`config.mk`:
```
export PLATFORM = sky130hd
export DESIGN_NAME = pwm_bank
export DESIGN_NICKNAME = d
export VERILOG_FILES = /design/src/rtl/pwm_bank.sv
export SDC_FILE = /design/constraint.sdc
export NUM_CORES = 1
export LEC_CHECK = 0
export CORE_MARGIN = 4
export CORE_UTILIZATION = 35
export DETAILED_ROUTE_END_ITERATION = 6
export GPL_TIMING_DRIVEN = 1
export PLACE_DENSITY_LB_ADDON = 0.2
export SYNTH_ARGS = -nofsm -noshare
export SYNTH_HDL_FRONTEND = slang
export SYNTH_SLANG_ARGS = --single-unit
```
`constraint.sdc`:
```
create_clock -name i_clk -period 3.1 [get_ports i_clk]
set_input_delay 0.31 -clock i_clk [delete_from_list [all_inputs] [get_ports i_clk]]
set_output_delay 0.31 -clock i_clk [all_outputs]
set_load 0.005 [all_outputs]
```
`src/rtl/pwm_bank.sv`:
```
// pwm_bank: bank of NCHAN double-buffered PWM channels sharing one
// prescaler and one WIDTH-bit period counter.
// Thresholds are written into a per-channel shadow register and copied to
// the active register only at the period wrap, so a channel never emits a
// torn period.
// Optional feature macro: PWM_BITREV_EN -- when defined, the compare value
// is the bit-reversed counter, which spreads the high ticks across the
// period instead of producing one contiguous pulse.
module pwm_bank #(
    parameter int NCHAN    = 2,
    parameter int WIDTH    = 6,
    parameter int PRESCALE = 1
) (
    input  logic             i_clk,
    input  logic             i_rst,
    input  logic             i_wr,
    input  logic [2:0]       i_wsel,
    input  logic [WIDTH-1:0] i_wdata,
    output logic [NCHAN-1:0] o_pwm,
    output logic [NCHAN-1:0] o_pend,
    output logic             o_wrap
);

    logic             w_tick;
    logic             w_wrap_tick;
    logic [WIDTH-1:0] r_cnt;
    logic [WIDTH-1:0] w_cnt_inc;
    logic [WIDTH-1:0] w_cmp;
    logic             r_wrap;

    // Prescaler: with PRESCALE=1 every clock is a tick and no counter exists.
    generate
        if (PRESCALE == 1) begin : g_no_pre
            assign w_tick = 1'b1;
        end else begin : g_pre
            localparam int PW = $clog2(PRESCALE);
            localparam logic [PW-1:0] PRE_LAST = PW'(PRESCALE - 1);
            logic [PW-1:0] r_pre;

            // Count 0..PRESCALE-1; the tick is the cycle holding the last value.
            always_ff @(posedge i_clk or posedge i_rst) begin
                if (i_rst) begin
                    r_pre <= '0;
                end else if (r_pre == PRE_LAST) begin
                    r_pre <= '0;
                end else begin
                    r_pre <= r_pre + PW'(1);
                end
            end

            assign w_tick = (r_pre == PRE_LAST);
        end
    endgenerate

    assign w_cnt_inc   = r_cnt + WIDTH'(1);
    assign w_wrap_tick = w_tick && (r_cnt == {WIDTH{1'b1}});

    // The compare uses the post-increment count, so the value registered on
    // the wrap tick already belongs to tick 0 of the new period.
`ifdef PWM_BITREV_EN
    genvar gi;
    generate
        for (gi = 0; gi < WIDTH; gi++) begin : g_rev
            assign w_cmp[gi] = w_cnt_inc[WIDTH-1-gi];
        end
    endgenerate
`else
    assign w_cmp = w_cnt_inc;
`endif

    // Period counter advances once per tick and wraps naturally.
    always_ff @(posedge i_clk or posedge i_rst) begin
        if (i_rst) begin
            r_cnt <= '0;
        end else if (w_tick) begin
            r_cnt <= w_cnt_inc;
        end
    end

    // WRAP pulse lands on the same edge that loads the active thresholds.
    always_ff @(posedge i_clk or posedge i_rst) begin
        if (i_rst) begin
            r_wrap <= 1'b0;
        end else begin
            r_wrap <= w_wrap_tick;
        end
    end

    assign o_wrap = r_wrap;

    // Per-channel shadow/active registers and output flop.
    genvar gc;
    generate
        for (gc = 0; gc < NCHAN; gc++) begin : g_chan
            logic [WIDTH-1:0] r_shadow;
            logic [WIDTH-1:0] r_active;
            logic [WIDTH-1:0] w_active_next;
            logic             r_pend;
            logic             r_pwm;
            logic             w_we;

            // Selects >= NCHAN match no channel, so such writes fall away.
            assign w_we          = i_wr && (i_wsel == 3'(gc));
            assign w_active_next = (w_wrap_tick && r_pend) ? r_shadow : r_active;

            // Shadow capture and pending flag; a write on the wrap tick keeps
            // PEND set so its value is applied at the following wrap.
            always_ff @(posedge i_clk or posedge i_rst) begin
                if (i_rst) begin
                    r_shadow <= '0;
                    r_pend   <= 1'b0;
                end else if (w_we) begin
                    r_shadow <= i_wdata;
                    r_pend   <= 1'b1;
                end else if (w_wrap_tick) begin
                    r_pend   <= 1'b0;
                end
            end

            // Active threshold and PWM output; both update only on ticks.
            always_ff @(posedge i_clk or posedge i_rst) begin
                if (i_rst) begin
                    r_active <= '0;
                    r_pwm    <= 1'b0;
                end else if (w_tick) begin
                    r_active <= w_active_next;
                    r_pwm    <= (w_cmp < w_active_next);
                end
            end

            assign o_pend[gc] = r_pend;
            assign o_pwm[gc]  = r_pwm;
        end
    endgenerate

endmodule

```
==> run summary, run 1 <==
The tools report the number of instances in the synthesized netlist as 125. The logs give 0.217 mV for the maximum VDD drop and 0.377 for the clock share of power. Fill cells in the final layout number 418. met2 is the most crowded layer. For this block, the initial DRC count from the detailed router was 43.

The slowest stage of the critical path belongs to the cell nor3_4. Sum of negative setup slack: 0 ns. Entering global routing, the biggest net connects 36 pins.

The run gives 0.107 as the total routing usage reported by global routing. The logs give 0 for the count of final hold-check violations and 0.397 GHz for the maximum frequency from static timing analysis. The cell count after placement came out at 190. The switching fraction of total power is 0.207, and the final non-filler cell total is 198. Summed over all layers, the global routing overflow is 0. Internal power comes to 0.741 mW. For the met2 routing resource usage after global routing, the log shows 0.164. The tools report the number of warning messages in the yosys log as 0. The final layout net count came out at 168. At the worst endpoint, the arrival time is 2.74 ns. Global routing met1 resource utilization: 0.139. The worst register-to-register path ends at g_chan[1].r_pwm. The first-pass GRT wire length came out at 4960 µm. Along the worst path, the maximum fanout reaches 6. The count of nets left with antenna violations once routing finished came out at 0. After clock tree synthesis, the clock-pin slew on the worst setup and hold paths is 0.07 ns.

Setup repair after global routing left no endpoint under its margin. The longest clock path from root to sink contains 2 buffers. TritonCTS built the clock tree. Number of sinks handled by clock tree synthesis: 35. The initial antenna violation count was 0; the chip height was 76.2 µm. The critical path is of the reg2reg type. Final core area utilization: 0.438. The launch instance of the worst register-to-register path is r_cnt[0]. In the routed layout, each cell is associated on average with a via count of 4.84.

Synthesis-stage register bit count: 35. The post-route fraction of the period consumed by the critical path is 0.813. Synthesized area per cell: 13.0 µm².

The analysis attributes to cell leakage a power of 0.948 nW. The die is 76.2 µm wide. For this design, the CTS-stage hold fixing added 0 buffers. The worst hold path belongs to the class in2async. The logs give 0.0402 for the global-route met3 utilization and 0.369 for the initial core utilization. Most area-hungry cell type in the Yosys netlist: dfrtp_1. Maximum level of the CTS H-tree: 2.

The growth of design area from synthesis to finish is 18.8%. The mapped netlist covers 1630 µm². Setup slack on the critical path of the routed design comes to 0.579 ns. Setup violations remaining at the end of the flow were counted as 0. In the final routed layout, each cell accounts on average for 14.1 µm. 0 antenna diodes ended up in the layout. The floorplan has 24 rows. The total DRC errors in the routed layout came out at 0. Counting the buffers created by CTS gives 5. The number of violations of the max-capacitance limit is 0.

The longest individual stage delay on the worst path works out to 0.39 ns. Worst-case headroom to the max-slew limit: 0.581. The logs give 0.417 ns for the smallest hold slack and 0 for the post-CTS setup buffer count. The post-synthesis sequential area ratio was 0.538; the iteration count of the initial detailed-routing pass was 3.

The number of cells on the worst reg-to-reg path is 9. The slew at the pin closest to its max-slew limit was 0.625 ns; the fraction of layout cells with a size suffix above 1 was 0.192. The net load switching power came out at 0.193 mW. For the part of the total power dissipated in combinational logic, the log shows 0.074. The run gives 0.28 ns as the clock insertion delay at the later pin of the skew report.

Ranked by total cell area, the synthesized netlist is headed by dfrtp_1 54%, ha_1 8.5%, mux2_2 8.3%, mux2i_1 6.1%, inv_1 3.0%. The worst setup path is launched from a flip-flop. The synthesized netlist contains 24 unique library cells. For this design the ratio of total power to cell area is 483 nW/µm².

At the end of routability-driven placement, the weighted congestion stood at 0.756. Walking the worst path, the cells encountered are ha_1, nand2_1, nor3_4, mux2i_1, ha_1, a21oi_1, o21a_1, nor3b_1, a21bo_1. On the final layout, the worst clock skew is 0.00335 ns. Detailed routing inserted a total of 959 vias. For this design the top-level I/O count stands at 17. Counting I/O delays and the setup requirement, the final critical path takes 2.52 ns. Across all register-to-register paths, the minimum setup slack is 0.58 ns. The number of gates given a new drive strength after cts came out at 0.

The tools report the root buffer cell as clkbuf_8. The most numerous cell type found on the critical path is ha_1. The die area came out at 5810 µm². Prior to clock tree synthesis, the placed netlist has a worst setup slack of 0.603 ns. The number of nets handed over by synthesis was 148. For the share of total power in sequential cells, the log shows 0.549. The tools report the detailed-placement wirelength estimate as 2140 µm. The final layout contains routed wiring with a total length of 2780 µm.

The tools report the required time of the critical path as 3.32 ns. Total count of max-transition violations in the final report: 0. The flow ran to the end, and the final reports show no timing, DRC or antenna violations. The critical path starts at r_cnt[0]. The worst setup path is captured at a flip-flop. Port buffering added 16 buffers. For the via count of the first global-routing pass, the log shows 1047.

The floorplan step defined a core boundary enclosing 4410 µm². The portion of synthesized cell area occupied by the leading cell type is 0.538.
area by class of cell:
cell class | count | area [µm²] | share of cell area
Sequential cell | 35 | 876 | 0.453
Multi-Input combinational cell | 72 | 668 | 0.346
Timing Repair Buffer | 18 | 175 | 0.0906
Clock buffer | 8 | 100 | 0.0518
Tap cell | 52 | 65.1 | 0.0337
Inverter | 13 | 48.8 | 0.0252
power by group through the flow:
stage | registers, mW | logic [mW] | clock network (mW)
after floorplan | 0.514 | 0.0455 | 0
after global placement | 0.522 | 0.0678 | 0
after detailed placement | 0.522 | 0.0711 | 0
after CTS | 0.513 | 0.0712 | 0.365
after global routing | 0.517 | 0.0761 | 0.389
final | 0.512 | 0.0693 | 0.352
metrics by stage:
stage / total power [mW] / cell area, µm²
floorplan: 0.559 / 1630
global placement: 0.590 / 1830
detailed placement: 0.593 / 1830
CTS: 0.949 / 1930
global route: 0.982 / 1930
finish: 0.934 / 1930
layer usage:
| metal | vias up | wire length, µm | part of all wire |
|---|---|---|---|
| met5 | - | 0 | 0 |
| met3 | 7 | 132 | 0.047 |
| li1 | 461 | - | - |
| met4 | 0 | 44 | 0.016 |
| met1 | 473 | 1360 | 0.49 |
| met2 | 18 | 1250 | 0.45 |
registers in the layout, summed over array words and instances, names as in the netlist:
register,count
o_wrap,1
g_chan.r_active,12
g_chan.r_shadow,12
g_chan.r_pend,2
r_cnt,6
g_chan.r_pwm,2
cell families (layout without fill, tap and decap cells):
group / Yosys count / after routing / synth area share
DFF: 35 / 35 / 0.538
muxes: 24 / 24 / 0.163
and+or+nand+nor: 21 / 21 / 0.0922
buffers and inverters: 18 / 39 / 0.0515
AOI/OAI and AO/OA: 12 / 12 / 0.0492
adders and majority gates: 11 / 11 / 0.0845
xor gates and xnor gates: 4 / 4 / 0.0215
worst max-delay path: cells and delay by family (launching register included):
kind	cells	cell delay (ns)
flops	1	0.37
fa+ha+maj	2	0.56
simple gates	3	0.71
compound gates	3	0.47
mux	1	0.34
synth_stat cells, drive strengths merged:
cell and number:
a21o 2, nor2 4, nor3b 2, nand3 2
mux2 14, nor4b 1, o21a 2, nand4 2
dfrtp 35, mux2i 10, nand2 7, nor4bb 1
nor3 2, ha 11, xnor2 2, inv 13
xor2 2, a21oi 4, o21ai 2, a21bo 2
buf 5
worst max path at each step:
stage	end	slack [ns]	cells after the start
finish	g_chan[1].r_pwm	0.58	9
global route	g_chan[1].r_pwm	0.39	9
CTS	g_chan[1].r_pwm	0.53	9
detailed placement	g_chan[1].r_pwm	0.60	9
global placement	g_chan[1].r_pwm	0.62	9
floorplan	g_chan[0].r_pwm	1.0	9
cells in the final DEF, fill, tap and decap left out, drive strengths merged:
cell	count
clkbuf	8
mux2i	10
xor2	2
nor3b	2
mux2	14
o21a	2
nor4bb	1
dfrtp	35
ha	11
o21ai	2
buf	2
clkdlybuf4s50	16
nor2	4
xnor2	2
nor4b	1
a21bo	2
a21oi	4
nor3	2
nand2	7
inv	13
nand4	2
a21o	2
nand3	2
Note: power is estimated with default switching activity, not from simulation.
==> run 2, diff against run 1 <==
==> constraint.sdc (replaced) <==
create_clock -name i_clk -period 2.1 [get_ports i_clk]
set_input_delay 0.21 -clock i_clk [delete_from_list [all_inputs] [get_ports i_clk]]
set_output_delay 0.21 -clock i_clk [all_outputs]
set_load 0.005 [all_outputs]
==> run 2 against run 1 <==
Compared with the run above: the flow now finishes with violations (setup timing); register-to-register slack got worse by 0.62 ns; fmax increased by 18%; global-route usage increased by 1.8 points; sequential share of layout area decreased by 7.8 points; clock skew decreased by 0.0024 ns; largest power group unchanged.
==> run summary, run 2 (synthesized netlist as in run 1, its figures left out) <==
The average wire per standard cell was 14.7 µm (was 14.1 µm). The run gives -0.0403 ns (was 0.579 ns) as the minimum setup slack in the final design. Final layout net count: 195 (was 168). The detail-routed via count per cell was 4.78 (was 4.84); the net load switching power was 0.309 mW (was 0.193 mW).

For the total chip power, the log shows 1.41 mW (was 0.934 mW). The run gives 0 (unchanged) as the total grt overflow. The growth of design area from synthesis to finish was 43.4% (was 18.8%); the number of vias after detailed routing was 1075 (was 959).

The total power divided by cell area is 602 nW/µm² (was 483 nW/µm²). The run gives 2 (unchanged) as the maximum level of the CTS H-tree. The cell repeated most along the worst path was ha_4 (was ha_1). The number of buffer cells added on primary ports was 16 (unchanged); the iteration count of the initial detailed-routing pass was 4 (was 3).

The flow ran to the end, but the final reports show violations. The required time of the critical path was 2.28 ns (was 3.32 ns); the die area was 5810 µm² (unchanged). The final reports fail on setup timing. Startpoint type of the worst setup path: a flip-flop (unchanged).

Pin count of the biggest net entering global routing: 36 (unchanged). Data arrival time of the worst path: 2.32 ns (was 2.74 ns). Cells traversed along the worst timing path: ha_4, nand2_4, nor3_4, buf_12, mux2i_4, ha_4, nand2_1, o21a_1, nor3b_2, a21bo_1 (was ha_1, nand2_1, nor3_4, mux2i_1, ha_1, a21oi_1, o21a_1, nor3b_1, a21bo_1). The floorplan core area is 4410 µm² (unchanged).

The hold-fix buffer count after cts is 0 (unchanged). The kind of capture point of the worst setup path was a flip-flop (unchanged). The logs give 0 (unchanged) for the number of violations of the max-capacitance limit and 0.271 mV (was 0.217 mV) for the maximum VDD drop. The maximum frequency from static timing analysis came out at 0.467 GHz (was 0.397 GHz). TritonCTS built the clock tree. The run gives 0.550 (was 0.549) as the share of total power in sequential cells.

The clock period minus final worst setup slack was 2.14 ns (was 2.52 ns); the count of fill cells added during filler insertion was 382 (was 418). Number of top-level pins: 17 (unchanged). The leakage power total is 1.11 nW (was 0.948 nW). Commonest cells after routing, fill and taps aside: 35 x dfrtp_1, 24 x buf_4, 16 x clkdlybuf4s50_1, 13 x inv_1, 12 x mux2_2 (was 35 x dfrtp_1, 16 x clkdlybuf4s50_1, 13 x inv_1, 12 x mux2_2, 11 x ha_1). The routability-driven placement congestion ratio was 0.773 (was 0.756). The first-pass GRT wire length was 5740 µm (was 4960 µm).

The switching fraction of total power came out at 0.220 (was 0.207). Largest registers in the final layout: g_chan.r_active: 12 flops, g_chan.r_shadow: 12 flops, r_cnt: 6 flops (unchanged). Launch instance of the worst register-to-register path: r_cnt[0] (unchanged).

The kind of critical path is reg2reg (unchanged). The initial core utilization was 0.369 (unchanged). The total number of placement rows is 24 (unchanged), and the total length of routed wires is 3310 µm (was 2780 µm).

The tools report the maximum buffer depth of the clock tree as 2 (unchanged). The logs give 0.702 (was 0.581) for the worst-case headroom to the max-slew limit and -0.0562 ns (was 0 ns) for the sum of negative setup slack. The longest individual stage delay on the worst path was 0.39 ns (about the same); the count of final hold-check violations was 0 (unchanged).

Number of buffers inserted during clock tree synthesis: 5 (unchanged). The most frequent standard cell in the layout excluding fill and tap cells was dfrtp_1 (unchanged). The tools report the clock share of power as 0.374 (was 0.377).

The tools report the root buffer cell as clkbuf_8 (unchanged). The placement-stage worst setup slack was -0.254 ns (was 0.603 ns). The critical-path maximum fanout came out at 5 (was 6). For the part of the total power dissipated in combinational logic, the log shows 0.076 (was 0.074). The total routing usage reported by global routing is 0.125 (was 0.107). The clock-pin slew of the registers on the worst-case setup and hold paths works out to 0.07 ns (about the same).

The number of routed nets with antenna violations is 0 (unchanged), and the number of sinks handled by clock tree synthesis is 35 (unchanged). Cell with the largest stage delay on the worst path: dfrtp_1 (was nor3_4). Initial antenna violation count: 0 (unchanged). For the detailed-placement wirelength estimate, the log shows 2350 µm (was 2140 µm). The number of antenna repair diodes was 0 (unchanged).

The clock insertion delay at the later pin of the skew report is 0.28 ns (about the same), and the chip height is 76.2 µm (unchanged). The run gives 0.000961 ns (was 0.00335 ns) as the setup skew after layout. The beginning of the critical path is r_cnt[0] (unchanged). The logs give 0 (unchanged) for the total count of max-transition violations in the final report and 30 (was 43) for the number of DRC markers in iteration 0. The logs give 0 (unchanged) for the total DRC errors in the routed layout and 1196 (was 1047) for the via count of the first global-routing pass. The count of endpoints failing setup in the final report came out at 2 (was 0). Type of the worst min-delay path: in2async (unchanged). The slew at the pin closest to its max-slew limit is 0.443 ns (was 0.625 ns), and the fraction of layout cells with a size suffix above 1 is 0.434 (was 0.192).

Setup repair after global routing could not meet its margin everywhere. The post-route fraction of the period consumed by the critical path is 1.02 (was 0.813), and the floorplan die width is 76.2 µm (unchanged). The cell-internal power was 1.10 mW (was 0.741 mW).
[run 2: changes by cell type in the layout (fill, tap and decap cells not counted), sizes merged]
| cell | previous run | this run |
|---|---|---|
| buf | 2 | 29 |
[run 2: layer usage]
| layer | global-route usage | vias to the layer above | routed length, µm |
|---|---|---|---|
| met5 | 0 | - | 0 |
| met4 | 0.0420 | 0 | 72 |
| met3 | 0.0402 | 7 | 122 |
| met2 | 0.205 | 17 | 1640 |
| met1 | 0.156 | 532 | 1480 |
| li1 | - | 519 | - |
[run 2: cell type report]
| class | instances | area (µm²) | share of cell area |
|---|---|---|---|
| clock buffers | 8 | 100 | 0.0429 |
| repair buffers | 45 | 414 | 0.177 |
| multi-input cells | 72 | 831 | 0.356 |
| flip-flops and latches | 35 | 876 | 0.375 |
| well taps | 52 | 65.1 | 0.0279 |
| inverters | 13 | 48.8 | 0.0209 |
[run 2: timing repair]
item                                   4_1_cts  5_1_grt
pin swaps                                    9        7
resized for setup                           20        8
setup endpoints to repair                    2        2
endpoints found under the hold margin        0        0
buffers inserted                             5        1
[run 2: critical path, delay by kind of cell (launching register included)]
| kind | cells | cell delay [ns] |
|---|---|---|
| compound gates | 2 | 0.37 |
| fa+ha+maj | 2 | 0.35 |
| buf+inv | 1 | 0.16 |
| flops | 1 | 0.39 |
| mux | 1 | 0.27 |
| simple gates | 4 | 0.47 |
[run 2: final timing paths]
path / end / slack (ns) / depth (start not counted)
max: g_chan[0].r_pwm / -0.04 / 10
max reg2reg: g_chan[0].r_pwm / -0.04 / 10
max in group asynchronous: g_chan[1].r_shadow[3] / 1.46 / 3
min in group i_clk: g_chan[0].r_active[4] / 0.49 / 2
min reg2reg: g_chan[0].r_active[4] / 0.49 / 2
min: g_chan[1].r_shadow[0] / 0.32 / 3
[run 2: power by group through the flow]
stage | Sequential [mW] | Clock, mW | Combinational, mW
final | 0.773 | 0.526 | 0.106
after global routing | 0.780 | 0.570 | 0.118
after CTS | 0.770 | 0.543 | 0.109
after detailed placement | 0.771 | 0 | 0.108
after global placement | 0.770 | 0 | 0.103
after floorplan | 0.758 | 0 | 0.0671
[run 2: through the flow]
stage / util / std cells / hold slack, ns / area, µm²
floorplan: - / 125 / 0.362 / 1650
global placement: 0.459 / 212 / 0.482 / 2030
detailed placement: 0.459 / 212 / 0.479 / 2030
CTS: 0.520 / 225 / 0.341 / 2290
global route: 0.529 / 225 / 0.363 / 2330
finish: 0.529 / 225 / 0.325 / 2330
